<file path="src/rtl/knowles32_adder_if.sv">
// Operand/result bundle for knowles32_adder.
// The ov signal exists only when KNOWLES32_OVF_EN is defined.
interface knowles32_adder_if;
  logic [31:0] a;
  logic [31:0] b;
  logic        ci;
  logic [31:0] s;
  logic        co;
`ifdef KNOWLES32_OVF_EN
  logic        ov;

  modport master (output a, output b, output ci, input s, input co, input ov);
  modport slave  (input a, input b, input ci, output s, output co, output ov);
`else
  modport master (output a, output b, output ci, input s, input co);
  modport slave  (input a, input b, input ci, output s, output co);
`endif
endinterface

</file>
<file path="src/rtl/knowles32_adder.sv">
// 32-bit Knowles [2,1,1,1,1] prefix adder with registered sum and carry-out.
// Define KNOWLES32_OVF_EN to add the registered signed-overflow output ov.
module knowles32_adder (
  input logic              clk,
  input logic              rst_n,
  knowles32_adder_if.slave bus
);

  logic [31:0] g0, p0, g1, p1, g2, p2, g3, p3, g4, p4, g5;
  logic [32:0] c;
  logic [31:0] sum;

  // One Kogge-Stone level: bit i absorbs the group ending at i-span.
  function automatic logic [63:0] ks_level(input logic [31:0] g, input logic [31:0] p,
                                           input int span);
    logic [31:0] go, po;
    go = g;
    po = p;
    for (int i = 0; i < 32; i++) begin
      if (i >= span) begin
        go[i] = g[i] | (p[i] & g[i-span]);
        po[i] = p[i] & p[i-span];
      end
    end
    return {go, po};
  endfunction

  // Carry-in is folded into bit 0 so the prefix G[i:0] is the carry into i+1.
  always_comb begin
    p0    = bus.a ^ bus.b;
    g0    = bus.a & bus.b;
    g0[0] = g0[0] | (p0[0] & bus.ci);
  end

  always_comb {g1, p1} = ks_level(g0, p0, 1);
  always_comb {g2, p2} = ks_level(g1, p1, 2);
  always_comb {g3, p3} = ks_level(g2, p2, 4);
  always_comb {g4, p4} = ks_level(g3, p3, 8);

  // Sparse last level: odd prefixes [j:0] each feed two upper-half cells.
  always_comb begin
    g5 = g4;
    for (int i = 16; i < 32; i++) begin
      g5[i] = g4[i] | (p4[i] & g4[(i-16) | 1]);
    end
  end

  always_comb begin
    c   = {g5, bus.ci};
    sum = p0 ^ c[31:0];
  end

  logic [31:0] s_q;
  logic        co_q;

  always_ff @(posedge clk or negedge rst_n) begin
    if (!rst_n) begin
      s_q  <= '0;
      co_q <= 1'b0;
    end else begin
      s_q  <= sum;
      co_q <= c[32];
    end
  end

  assign bus.s  = s_q;
  assign bus.co = co_q;

`ifdef KNOWLES32_OVF_EN
  logic ov_q;

  always_ff @(posedge clk or negedge rst_n) begin
    if (!rst_n) begin
      ov_q <= 1'b0;
    end else begin
      ov_q <= c[31] ^ c[32];
    end
  end

  assign bus.ov = ov_q;
`endif

endmodule

</file>
<file path="src/flat_wrapper.sv">
// flat-port wrapper written by rule: the top's interface ports become plain ports
module knowles32_adder_flat 
  (clk, rst_n, bus_a, bus_b, bus_ci, bus_s, bus_co);
  knowles32_adder_if bus_i ();
  input logic clk;
  input logic rst_n;
  input wire logic [$bits(bus_i.a)-1:0] bus_a;
  input wire logic [$bits(bus_i.b)-1:0] bus_b;
  input wire logic [$bits(bus_i.ci)-1:0] bus_ci;
  output wire logic [$bits(bus_i.s)-1:0] bus_s;
  output wire logic [$bits(bus_i.co)-1:0] bus_co;
  assign bus_i.a = bus_a;
  assign bus_i.b = bus_b;
  assign bus_i.ci = bus_ci;
  assign bus_s = bus_i.s;
  assign bus_co = bus_i.co;
  knowles32_adder u_core (.clk(clk), .rst_n(rst_n), .bus(bus_i));
endmodule
</file>
<file path="config.mk">
export PLATFORM = sky130hd
export DESIGN_NAME = knowles32_adder_flat
export DESIGN_NICKNAME = d
export VERILOG_FILES = /design/src/rtl/knowles32_adder_if.sv /design/src/rtl/knowles32_adder.sv /design/src/flat_wrapper.sv
export SDC_FILE = /design/constraint.sdc
export NUM_CORES = 1
export LEC_CHECK = 0
export CORE_MARGIN = 2
export CORE_UTILIZATION = 45
export DETAILED_ROUTE_END_ITERATION = 7
export PLACE_DENSITY_LB_ADDON = 0.1
export SLEW_MARGIN = 20
export SYNTH_ARGS = -nofsm -noshare
export SYNTH_HDL_FRONTEND = slang
export SYNTH_SLANG_ARGS = --single-unit
</file>
<file path="constraint.sdc">
create_clock -name clk -period 0.8 [get_ports clk]
set_input_delay 0.24 -clock clk [delete_from_list [all_inputs] [get_ports clk]]
set_output_delay 0.24 -clock clk [all_outputs]
set_load 0.01 [all_outputs]
</file>
==> results.tsv <==
stage	metric	value	unit
place	gp_congestion	0.889	
run_status	status	complete, but fails checks	
setup_path	worstPathMaxFanout	3	
floorplanning	die_h	79.6	um
floorplanning	num_rows	27	
clock_tree	clockBufferDepth	2	
timing	rsz0062_at_grt	yes	
setup_path	critPathArrivalTime	2.59	ns
yosys	synth_top_area_cell	dfrtp_1	
timing	finalSetupViolations	65	
yosys	yosysMostFrequentCell	dfrtp_1	
drt	routed_via_density	6.16	
setup_path	cp-end-kind	flop	
power_and_ir_drop	vdd_drop_max	1130	uV
floorplanning	start_util	46.8	%
setup_path	crit_type	input pin to flop	
global_routing	grt_pass1_vias	3263	
clock_tree	ctsHtreeMaxLevel	2	
drt	drt_iter0_markers	353	
yosys	synthTopCellsByCount	dfrtp_1, ha_1, a21oi_1	
setup_path	crit_end	u_core.bus.s[30]$_DFF_PN0_	
yosys	ys_top_cells_by_area	dfrtp_1, ha_1, xnor2_1	
setup_path	crit_chain	buf_6 > inv_4 > fa_2 > inv_2 > fa_2 > a21o_1 > nand4_1 > a21oi_2 > a21o_1 > a221o_1 > a221oi_2 > xnor2_1	
drt	drc	0	
clock_tree	cts-root-buf	clkbuf_8	
floorplanning	core	0.00551	mm^2
floorplanning	ios	100	
timing	min_period	2.44	ns
drt	drtAntennaViolNets	0	
yosys	synth_edf_count	0	
finish	diodes	0	
setup_path	startpoint_type	input pin	
yosys	syn_area_per_cell	8.97	um^2
clock_tree	cts_tree	done	
clock_tree	clock_sinks	33	
floorplanning	die_area	0.00634	mm^2
yosys	ys_seq_elements	33	
min_path	hp-class	input pin to async pin	
power_and_ir_drop	p_total	7.63	mW
place	place.port_buffers	99	
timing	drv_slew	0	
setup_path	slowest_delay	0.38	ns
yosys	netlist.area_leader.share	32.1	%
yosys	syn_inst	287	
yosys	ys_types	44	
power_and_ir_drop	p_leak	2.36	nW
finish	instances_no_fill	570	
timing	max-slew-margin-rel	75.1	%
global_routing	grt_start_max_net_pins	34	
timing	fin_tns_setup	-45.79	ns
run_status	violations	setup timing	
setup_path	crit_start	bus_ci	
clock_tree	numCtsBuffers	5	
job	maxCapViolations	0	
drt	drt-wirelength-per-cell	22.8	um
place	dp.cells	538	
timing	setup_ws	-1.64	ns
yosys	synth_warnings	0	
timing	period_share	305	%
yosys	ys_seq_area_share	32.1	%
yosys	synth_nets	387	
yosys	async_reset_ff_share	100	%
power_and_ir_drop	powerDensity	1520	mW/mm^2
timing	worst_pin_slew	0.371	ns
timing	hold_violations	0	
timing	fmax	0.409	GHz
place	dp_hpwl	6210	um
drt	wl	13000	um
finish	fin_nets	597	
drt	dr.pass1.iters	5	
global_routing	grt_pass1_wl	15200	um
global_routing	grt_antenna_before_repair	0	
yosys	synth-main-ff-cell	dfrtp_1	
setup_path	slowest_stage	a221o_1	
global_routing	overflow	0	
yosys	synth.cell_area	0.00257	mm^2
finish	utilization	91.2	%
finish	area_delta_synth_final	94.9	%
finish	drive_gt1_share	48.0	%
global_routing	grt_usage	30.9	%
drt	via_count	3514	
floorplanning	die_x	79.6	um
clock_tree	path_clk_slew	0.09	ns
setup_path	crit_required	0.95	ns
cell families (layout without fill, tap and decap cells):
kind of cell / count (synthesis) / count (layout) / synth area share (%)
compound gates: 93 / 93 / 23.9
simple gates: 75 / 75 / 13.7
fa+ha+maj: 33 / 33 / 16.6
flops: 33 / 33 / 32.1
xor+xnor: 29 / 29 / 9.86
buf+inv: 24 / 235 / 3.84
state kept, by name, indices dropped and copies added (netlist names):
signal / cells
u_core.bus.co: 1
u_core.bus.s: 32
critical path, delay by kind of cell:
kind / cells / cell delay, ns
adder cells (fa/ha/maj): 2 / 0.55
AND/OR/NAND/NOR: 1 / 0.19
buffers and inverters: 3 / 0.20
AO/OA/AOI/OAI: 5 / 1.25
XOR/XNOR: 1 / 0.16
report_power, final:
| group | total [mW] | internal, mW | leakage, nW | switching [mW] |
|---|---|---|---|---|
| Sequential | 2.18 | 2.03 | 0.385 | 0.154 |
| Clock | 1.30 | 0.601 | 0.0439 | 0.699 |
| Combinational | 4.14 | 2.10 | 1.93 | 2.05 |
| Total | 7.63 | 4.73 | 2.36 | 2.90 |
routing by layer:
| metal | vias to the layer above | routed length (um) | GRT usage (%) | part of all wire, % |
|---|---|---|---|---|
| met4 | 0 | 861 | 16.9 | 6.6 |
| met1 | 1632 | 4670 | 33.6 | 36 |
| met2 | 329 | 6260 | 54.9 | 48 |
| met5 | - | 0 | 0 | 0 |
| met3 | 107 | 1190 | 7.24 | 9.1 |
| li1 | 1446 | - | - | - |
cells in the final DEF (no fill, tap or decap), types with 9 or more instances in the layout:
cell / synthesis / final
ha_4: 0 / 13
clkdlybuf4s50_1: 0 / 35
xnor2_1: 17 / 14
a21oi_2: 2 / 17
buf_2: 7 / 30
nor2_1: 20 / 16
dlygate4sd2_1: 0 / 19
dfrtp_1: 33 / 33
nand2_1: 23 / 19
buf_4: 0 / 95
ha_1: 31 / 18
a21o_1: 13 / 13
xor2_1: 12 / 10
inv_1: 13 / 9
buf_6: 0 / 27
a21oi_1: 29 / 11
what timing repair did:
action / 4_1_cts / 5_1_grt
buffers inserted: 15 / 14
hold buffers: 0 / 0
pin swaps: 63 / 46
setup endpoints to repair: 66 / 65
resized for setup: 252 / 46
worst min path at each step:
stage,from,end,slack [ns]
finish,rst_n,u_core.bus.s[15]$_DFF_PN0_,0.32
detailed placement,rst_n,u_core.bus.s[2]$_DFF_PN0_,0.64
global route,rst_n,u_core.bus.s[15]$_DFF_PN0_,0.33
floorplan,rst_n,u_core.bus.co$_DFF_PN0_,-0.06
global placement,rst_n,u_core.bus.s[2]$_DFF_PN0_,0.63
CTS,bus_a[1],u_core.bus.s[1]$_DFF_PN0_,0.31
per-stage QoR:
step / worst slack (ns) / hold WS [ns] / area, um^2
after detailed placement: -2.27 / 0.638 / 4360
after CTS: -1.38 / 0.315 / 4730
after global placement: -2.15 / 0.633 / 4360
after floorplan: -1.46 / -0.0556 / 2640
after global routing: -1.65 / 0.332 / 5020
final: -1.64 / 0.319 / 5020
layout make-up:
| cell class | count | area [um^2] |
|---|---|---|
| Clock buffer | 5 | 68.8 |
| Clock inverter | 3 | 17.5 |
| Fill cell | 211 | 487 |
| Inverter | 13 | 68.8 |
| Multi-Input combinational cell | 230 | 2160 |
| Sequential cell | 33 | 826 |
| Tap cell | 72 | 90.1 |
| Timing Repair Buffer | 214 | 1790 |
(Power assumes the default switching activity.)
